==> config.mk <==
export PLATFORM = sky130hd
export DESIGN_NAME = mips32_mem_arbiter
export DESIGN_NICKNAME = d
export VERILOG_FILES = /design/src/rtl/mips32_mem_pkg.sv /design/src/rtl/mips32_prio_sel.sv /design/src/rtl/mips32_mem_arbiter.sv
export SDC_FILE = /design/constraint.sdc
export NUM_CORES = 1
export LEC_CHECK = 0
export ABC_AREA = 1
export BUFFER_PORTS_ARGS = -buffer_cell sky130_fd_sc_hd__buf_2
export CAP_MARGIN = 20
export CORE_AREA = 2 2 108 110
export CTS_BUF_LIST = sky130_fd_sc_hd__clkbuf_4 sky130_fd_sc_hd__clkbuf_8
export DETAILED_ROUTE_END_ITERATION = 16
export DIE_AREA = 0 0 110 112
export GPL_TIMING_DRIVEN = 1
export PLACE_DENSITY = 0.7
export SLEW_MARGIN = 25
export SYNTH_ARGS = -nofsm -noshare
export SYNTH_HDL_FRONTEND = slang
export SYNTH_SLANG_ARGS = --single-unit
==> constraint.sdc <==
create_clock -name clk1_i -period 2 [get_ports clk1_i]
set_input_delay 0.3 -clock clk1_i [delete_from_list [all_inputs] [get_ports clk1_i]]
set_output_delay 0.3 -clock clk1_i [all_outputs]
set_load 0.02 [all_outputs]
==> src/rtl/mips32_mem_pkg.sv <==
// Shared types and constants for the MIPS32 unified-memory arbiter.
package mips32_mem_pkg;

  localparam int unsigned ADDR_W_DEF       = 10;
  localparam int unsigned DATA_W_DEF       = 32;
  localparam int unsigned STARVE_LIMIT_DEF = 4;

  // Bit positions of each requester in the request/grant vectors.
  localparam int unsigned IdxIf = 0;
  localparam int unsigned IdxDm = 1;
  localparam int unsigned IdxLd = 2;

  typedef enum logic [1:0] {
    REQ_NONE = 2'd0,
    REQ_IF   = 2'd1,
    REQ_DM   = 2'd2,
    REQ_LD   = 2'd3
  } req_e;

  // Core opcodes that generate DM-stage traffic.
  localparam logic [5:0] OP_LW = 6'h23;
  localparam logic [5:0] OP_SW = 6'h2b;

  function automatic logic [2:0] req_onehot(req_e r);
    logic [2:0] v;
    v = 3'b000;
    case (r)
      REQ_IF:  v[IdxIf] = 1'b1;
      REQ_DM:  v[IdxDm] = 1'b1;
      REQ_LD:  v[IdxLd] = 1'b1;
      default: v = 3'b000;
    endcase
    return v;
  endfunction

endpackage

==> src/rtl/mips32_prio_sel.sv <==
// Combinational priority table: LD (halted only) > promoted IF > DM > IF.
module mips32_prio_sel
  import mips32_mem_pkg::*;
(
  input  logic [2:0] elig_i,
  input  logic       promote_i,
  input  logic       halted_i,
  output logic [2:0] win_o
);

  always_comb begin
    win_o = 3'b000;
    if (halted_i && elig_i[IdxLd]) begin
      win_o[IdxLd] = 1'b1;
    end else if (promote_i && elig_i[IdxIf]) begin
      win_o[IdxIf] = 1'b1;
    end else if (elig_i[IdxDm]) begin
      win_o[IdxDm] = 1'b1;
    end else if (elig_i[IdxIf]) begin
      win_o[IdxIf] = 1'b1;
    end
  end

endmodule

==> src/rtl/mips32_mem_arbiter.sv <==
// Sequences IF, DM and loader accesses onto one synchronous single-port SRAM,
// one access per cycle, with IF anti-starvation and fixed read latency.
module mips32_mem_arbiter
  import mips32_mem_pkg::*;
#(
  parameter int unsigned ADDR_W       = ADDR_W_DEF,
  parameter int unsigned DATA_W       = DATA_W_DEF,
  parameter int unsigned STARVE_LIMIT = STARVE_LIMIT_DEF
) (
  input  logic              clk1_i,
  input  logic              rst_i,
  input  logic              cpu_halted_i,

  input  logic              if_req_i,
  input  logic [ADDR_W-1:0] if_addr_i,

  input  logic              dm_req_i,
  input  logic [ADDR_W-1:0] dm_addr_i,
  input  logic              dm_we_i,
  input  logic [DATA_W-1:0] dm_wdata_i,

  input  logic              ld_req_i,
  input  logic [ADDR_W-1:0] ld_addr_i,
  input  logic              ld_we_i,
  input  logic [DATA_W-1:0] ld_wdata_i,

  output logic              if_gnt_o,
  output logic              dm_gnt_o,
  output logic              ld_gnt_o,
  output logic              if_rvalid_o,
  output logic              dm_rvalid_o,
  output logic              ld_rvalid_o,
  output logic [DATA_W-1:0] if_rdata_o,
  output logic [DATA_W-1:0] dm_rdata_o,
  output logic [DATA_W-1:0] ld_rdata_o,

  output logic              mem_en_o,
  output logic              mem_we_o,
  output logic [ADDR_W-1:0] mem_addr_o,
  output logic [DATA_W-1:0] mem_wdata_o,
  input  logic [DATA_W-1:0] mem_rdata_i
);

  localparam logic [3:0] StarveLim = 4'(STARVE_LIMIT);

  logic [2:0]        gnt_q, rvalid_q, rvalid_d;
  logic              mem_en_q, mem_en_d, mem_we_q, mem_we_d;
  logic [ADDR_W-1:0] mem_addr_q, mem_addr_d;
  logic [DATA_W-1:0] mem_wdata_q, mem_wdata_d;
  logic [3:0]        starve_q, starve_d;
  req_e              tag_q, tag_d;

  logic [2:0] req, elig, win;
  logic       promote;

  assign req     = {ld_req_i, dm_req_i, if_req_i};
  // A requester still seeing its grant pulse must not be granted again.
  assign elig    = req & ~gnt_q;
  assign promote = (starve_q >= StarveLim);

  mips32_prio_sel u_prio_sel (
    .elig_i    (elig),
    .promote_i (promote),
    .halted_i  (cpu_halted_i),
    .win_o     (win)
  );

  always_comb begin
    mem_en_d    = |win;
    mem_we_d    = 1'b0;
    mem_addr_d  = mem_addr_q;
    mem_wdata_d = mem_wdata_q;
    tag_d       = REQ_NONE;
    if (win[IdxLd]) begin
      mem_we_d    = ld_we_i;
      mem_addr_d  = ld_addr_i;
      mem_wdata_d = ld_wdata_i;
      tag_d       = ld_we_i ? REQ_NONE : REQ_LD;
    end else if (win[IdxDm]) begin
      mem_we_d    = dm_we_i;
      mem_addr_d  = dm_addr_i;
      mem_wdata_d = dm_wdata_i;
      tag_d       = dm_we_i ? REQ_NONE : REQ_DM;
    end else if (win[IdxIf]) begin
      mem_addr_d  = if_addr_i;
      tag_d       = REQ_IF;
    end
  end

  // SRAM data lands one edge after the grant, so rvalid follows the tag by one cycle.
  assign rvalid_d = req_onehot(tag_q);

  always_comb begin
    starve_d = starve_q;
    if (!if_req_i || win[IdxIf]) begin
      starve_d = 4'd0;
    end else if (elig[IdxIf] && (starve_q != 4'hF)) begin
      starve_d = starve_q + 4'd1;
    end
  end

  always_ff @(posedge clk1_i) begin
    if (rst_i) begin
      gnt_q       <= 3'b000;
      rvalid_q    <= 3'b000;
      mem_en_q    <= 1'b0;
      mem_we_q    <= 1'b0;
      mem_addr_q  <= '0;
      mem_wdata_q <= '0;
      starve_q    <= 4'd0;
      tag_q       <= REQ_NONE;
    end else begin
      gnt_q       <= win;
      rvalid_q    <= rvalid_d;
      mem_en_q    <= mem_en_d;
      mem_we_q    <= mem_we_d;
      mem_addr_q  <= mem_addr_d;
      mem_wdata_q <= mem_wdata_d;
      starve_q    <= starve_d;
      tag_q       <= tag_d;
    end
  end

  assign if_gnt_o    = gnt_q[IdxIf];
  assign dm_gnt_o    = gnt_q[IdxDm];
  assign ld_gnt_o    = gnt_q[IdxLd];
  assign if_rvalid_o = rvalid_q[IdxIf];
  assign dm_rvalid_o = rvalid_q[IdxDm];
  assign ld_rvalid_o = rvalid_q[IdxLd];
  assign if_rdata_o  = mem_rdata_i;
  assign dm_rdata_o  = mem_rdata_i;
  assign ld_rdata_o  = mem_rdata_i;
  assign mem_en_o    = mem_en_q;
  assign mem_we_o    = mem_we_q;
  assign mem_addr_o  = mem_addr_q;
  assign mem_wdata_o = mem_wdata_q;

endmodule

==> metrics, run 1 <==
Die X 110 um; share of layout cells above drive strength 1 32.18%; CTS root buf clkbuf_8; sequential area share after synthesis 32.82%; post-CTS resize count 0; Peak supply drop 371.5 uV; Hold Path Class in -> reg; Std-Cell Rows 39; I/O pins 280; final hold vios 0; metal3 WL 755 um; Synth area leaders dfxtp_1, buf_4, nand2_1; slowest stage delay, CP 0.32 ns; Max Cap Viol 0; final design utilization 32.57%; Pleak 1.993 nW; CTS sink cnt 56; Synth Cell Area 3416 um2; Max Fclk 551.9 MHz; DR WL met2 3985 um; Routed wire per std cell 12.27 um; vias in the first global route 2721; Post-Route WL 8502 um; final worst-path cycle share 90.60%; htree depth 2; global-route wire length before repair 13120 um; Setup Fix Bufs, Post-CTS 0; CP max-delay cell dfxtp_1; Buf/Inv on CP 3; GRT overflow 0; kind of critical path reg -> reg; gpl congestion 0.7468; type of origin of the critical path register; #FFs+latches synth 56; CTS tree built; crit path max fanout 32; Req. time, crit path 2.21 ns; die area 12320 um2; largest net degree at the start of global routing 35; CP Cell Sequence inv_1 -> nand2_1 -> inv_1 -> nand2_4 -> nand2_4 -> clkinv_4 -> nor2_1 -> nor2_1; Tightest Pin Transition 0.3926 ns; dpl hpwl 6373 um; CTS buffer count 5; P&R area growth vs syn 6.557%; relative slew slack 73.80%; Synth Instances 506; warnings from Yosys 0; status finished, final reports clean; PD cells 715.0 nW/um2; core box area 11170 um2; Synth Net Count 641; top routing layer in use met4; pins over their slew limit 0; CP top delay family simple AND/OR/NAND/NOR gates; clock skew 0.01166 ns; routed vias/inst 4.359; drt drc 0; Vias 3021; number of port buffers 151; cell type with the largest total area after synthesis dfxtp_1; min Tclk post-route 1.812 ns; Metal-1 WL 3462 um; Pre-antenna DRT Iters 4; Avg Inst Size Synth 6.751 um2; final setup vio count 0; fin nets 684; setup TNS 0 ns; post-synth top area share 32.82%; Clock transition at path regs 0.11 ns; DRT antenna net count 0; Initial Util 30.57%; synth unique cells 28; All-Layer GR Usage 13.50%; Worst-Skew Late Latency 0.31 ns; crit end category register; crit path DAT 2.03 ns; Diodes inserted 0; initial antenna violation count 0; RSZ-0062 raised after global routing no; Die Span Y 112 um; hold_buf cts 0; drt initial violations 98; Longest Clk Path Bufs 2
-- metrics by stage --
step / power, mW / instances / hold WS [ns] / worst slack, ns / area (um2)
after floorplan: 1.977 / 506 / 0.3959 / 0.7694 / 3416
after global routing: 2.780 / 693 / 0.1885 / 0.004886 / 3640
after CTS: 2.652 / 693 / 0.1905 / 0.1777 / 3640
after detailed placement: 1.943 / 685 / 0.4168 / 0.1472 / 3542
after global placement: 1.941 / 685 / 0.4161 / 0.1593 / 3542
final: 2.603 / 693 / 0.2028 / 0.1881 / 3640
-- placed cells by master, fill, tap and decap left out, drive strengths merged --
cell type  Yosys  layout
o21ai         42      42
o211ai         2       2
nor3           3       3
clkbuf         5       7
or2            1       1
ha             1       1
nand2        140     140
a21oi          2       2
clkinvlp       0       1
o22ai          1       1
xor2           2       2
xnor2          1       1
nand3         14      14
buf          117     158
clkinv         1       1
dfxtp         56      56
inv           15      15
nor2          93      93
nand4         10      10
-- cell families (layout without fill, tap and decap cells) --
| group | count (synthesis) | count (layout) | share of synthesized area (%) |
|---|---|---|---|
| adder cells (fa/ha/maj) | 1 | 1 | 0.3662 |
| buffers and inverters | 138 | 182 | 27.84 |
| AO/OA/AOI/OAI | 47 | 47 | 7.070 |
| AND/OR/NAND/NOR | 261 | 261 | 31.14 |
| XOR/XNOR | 3 | 3 | 0.7694 |
| flip-flops | 56 | 56 | 32.82 |
-- state kept, by name, summed over array words and instances (netlist names) --
name	count
mem_wdata_o	32
tag_q	2
mem_we_o	1
mem_en_o	1
starve_q	4
gnt_q	3
mem_addr_o	10
rvalid_q	3
-- worst register-to-register path, stage by stage (launching register included) --
cell	delay (ns)
dfxtp_1	0.32
inv_1	0.04
nand2_1	0.08
inv_1	0.31
nand2_4	0.20
nand2_4	0.25
clkinv_4	0.26
nor2_1	0.19
nor2_1	0.07
-- cell type report --
type | instances | area [um2]
clock buffer | 7 | 90.09
clock inverter | 1 | 7.507
fill | 1243 | 7535
inverter | 16 | 65.06
multi-input combinational | 312 | 1344
sequential | 56 | 1121
tap | 143 | 178.9
timing repair buffer | 158 | 833.3
-- cell usage after synthesis --
master and n:
a21oi_1 2, buf_2 14, buf_4 97, buf_6 6, clkbuf_1 4, clkbuf_2 1, clkinv_4 1, dfxtp_1 56
ha_1 1, inv_1 13, inv_2 2, nand2_1 136, nand2_2 2, nand2_4 2, nand3_1 13, nand3_2 1
nand4_1 10, nor2_1 91, nor2_2 1, nor2_4 1, nor3_1 3, o211ai_1 2, o21ai_0 31, o21ai_1 11
o22ai_1 1, or2_2 1, xnor2_1 1, xor2_1 2
-- metal layers --
| metal | track usage (%) | up-vias |
|---|---|---|
| met4 | 6.498 | 0 |
| li1 | - | 1560 |
| met5 | 0 | - |
| met3 | 3.981 | 41 |
| met2 | 22.49 | 132 |
| met1 | 15.58 | 1288 |
-- power by group --
part	internal (mW)	switching (mW)	total (mW)
combinational	0.251	0.410	0.661
clock	0.297	0.393	0.690
sequential	1.21	0.0420	1.25
-- path summary, 6_finish.rpt --
path	startpoint	slack, ns	endpoint	cells after the start
worst min register to register	tag_q[0]	0.43	rvalid_q[1]	1
worst max register to register	gnt_q[1]	0.19	mem_wdata_o[25]	8
worst max-delay path	gnt_q[1]	0.19	mem_wdata_o[25]	8
worst min-delay path	dm_we_i	0.20	tag_q[1]	2
Note: power is estimated with default switching activity, not from simulation.
==> inputs of run 2 (changes only) <==
==> constraint.sdc (replaced) <==
create_clock -name clk1_i -period 2 [get_ports clk1_i]
set_input_delay 0 -clock clk1_i [delete_from_list [all_inputs] [get_ports clk1_i]]
set_output_delay 0 -clock clk1_i [all_outputs]
set_load 0.02 [all_outputs]
==> run 2 against run 1 <==
Critical path depth stayed put. Sequential power hardly changed. Clock skew hardly changed. Power hardly changed. Sequential cell count stayed put. Worst setup slack worse by 0.026 ns. Highest routed layer unchanged.
==> metrics, run 2 (synthesized netlist as in run 1, its figures left out) <==
pre-CTS setup slack 0.1502 ns (+0.003007 ns); Diodes inserted 0 (unchanged); Tightest Pin Transition 0.3990 ns (+0.006434 ns); RSZ-0062 raised after global routing no; kind of critical path reg -> reg; min Tclk post-route 1.838 ns (+0.02594 ns); Hold Path Class in -> out; Pre-antenna DRT Iters 4 (unchanged); Std-Cell Rows 39 (unchanged); PD cells 677.7 nW/um2 (-5.2%); vias in the first global route 3031 (+11%); status finished, final reports clean; number of port buffers 151 (unchanged); Max Fclk 544.1 MHz (-1.4%); Die Span Y 112 um (unchanged); Routed wire per std cell 12.37 um (+0.83%); Die X 110 um (unchanged); Initial Util 30.57% (unchanged); GRT overflow 0 (unchanged); Setup Fix Bufs, Post-CTS 0 (unchanged); core box area 11170 um2 (unchanged); Longest Clk Path Bufs 2 (unchanged); Peak supply drop 299.8 uV (-19%); Buf/Inv on CP 4 (+1); Req. time, crit path 2.20 ns (about the same); Max Cap Viol 0 (unchanged); CTS buffer count 5 (unchanged); Post-Route WL 8845 um (+4.0%); slowest stage delay, CP 0.55 ns (+0.23 ns); drt initial violations 110 (+12%); largest net degree at the start of global routing 44 (+26%); final worst-path cycle share 91.89% (+1.3 points); max FFs per register 32 (unchanged); crit end category register; dpl hpwl 6376 um (about the same); pins over their slew limit 0 (unchanged); htree depth 2 (unchanged); final hold vios 0 (unchanged); All-Layer GR Usage 14.33% (+0.82 points); CTS sink cnt 56 (unchanged); fin nets 706 (+3.2%); CP max-delay cell dlygate4sd3_1; final setup vio count 0 (unchanged); Vias 3104 (+2.7%); drt drc 0 (unchanged); relative slew slack 73.40% (-0.40 points); die area 12320 um2 (unchanged); type of origin of the critical path register; I/O pins 280 (unchanged); Pleak 2.082 nW (+4.5%); gpl congestion 0.7792 (+4.3%); initial antenna violation count 0 (unchanged); setup TNS 0 ns (unchanged); commonest non-fill, non-tap cells in the layout buf_2, nand2_1, nor2_1, dfxtp_1, o21ai_0; CP Cell Sequence inv_1 -> nand3_2 -> inv_2 -> buf_4 -> nor2_2 -> nand2_1 -> a21oi_1 -> dlygate4sd3_1; crit path max fanout 21 (-34%); CTS tree built; Worst-Skew Late Latency 0.31 ns (about the same); worst path setup slack after routing 0.1621 ns (-0.02594 ns); global-route wire length before repair 14070 um (+7.3%); CP top delay family buffers and inverters; crit path DAT 2.04 ns (about the same); most common cell after layout, fill and taps aside buf_2; P&R area growth vs syn 12.38%; share of layout cells above drive strength 1 31.12% (-1.1 points); DRT antenna net count 0 (unchanged); clock skew 0.01184 ns (+0.0001864 ns); Clock transition at path regs 0.12 ns (about the same); routed vias/inst 4.341 (-0.41%); Design Power 2.602 mW (about the same); CTS root buf clkbuf_8
-- run 2: what timing repair did --
item	4_1_cts	5_1_grt
endpoints found under the setup margin	0	26
hold endpoints to repair	23	0
resized for setup	0	2
hold buffers	21	0
-- run 2: where the power goes --
part / internal [mW] / switching, mW / leakage [nW]
sequential: 1.21 / 0.0427 / 0.464
combinational: 0.277 / 0.417 / 1.57
clock: 0.253 / 0.403 / 0.0485
total: 1.74 / 0.862 / 2.08
-- run 2: worst paths after layout --
kind | from | depth (start not counted) | slack (ns) | endpoint
setup / recovery | gnt_q[2] | 8 | 0.16 | mem_we_o
hold / removal | mem_rdata_i[15] | 0 | 0.00001 | ld_rdata_o[15]
setup reg to reg | gnt_q[2] | 8 | 0.16 | mem_we_o
hold reg to reg | tag_q[1] | 1 | 0.44 | rvalid_q[0]
-- run 2: final cells by class --
cell class                 instances  area [um2]
multi-input combinational        312        1353
tap                              143       178.9
clock inverter                     3       22.52
inverter                          16       65.06
clock buffer                       5       68.82
fill                            1218        7336
timing repair buffer             180        1030
sequential                        56        1121
-- run 2: worst reg2reg max path, cell delays in order (launching register included) --
cell	delay, ns
dfxtp_1	0.33
inv_1	0.06
nand3_2	0.20
inv_2	0.13
buf_4	0.25
nor2_2	0.09
nand2_1	0.06
a21oi_1	0.05
dlygate4sd3_1	0.55
-- run 2: routing by layer --
layer	vias to the layer above	share of wire (%)	GRT usage, %
met3	42	8.1	4.684
li1	1605	-	-
met1	1338	42	16.01
met5	-	0	0
met4	0	3.4	6.076
met2	119	47	24.54
-- run 2: stage by stage --
stage | util (%) | cells | hold slack, ns | area, um2
2_1_floorplan | - | 506 | 0.1052 | 3416
3_3_place_gp | 31.54 | 686 | 0.0002625 | 3525
3_5_place_dp | 31.54 | 686 | 0.0002625 | 3525
4_1_cts | 34.24 | 715 | 0.0002625 | 3826
5_1_grt | 34.35 | 715 | 0.00006336 | 3839
6_report | 34.35 | 715 | 0.00001078 | 3839
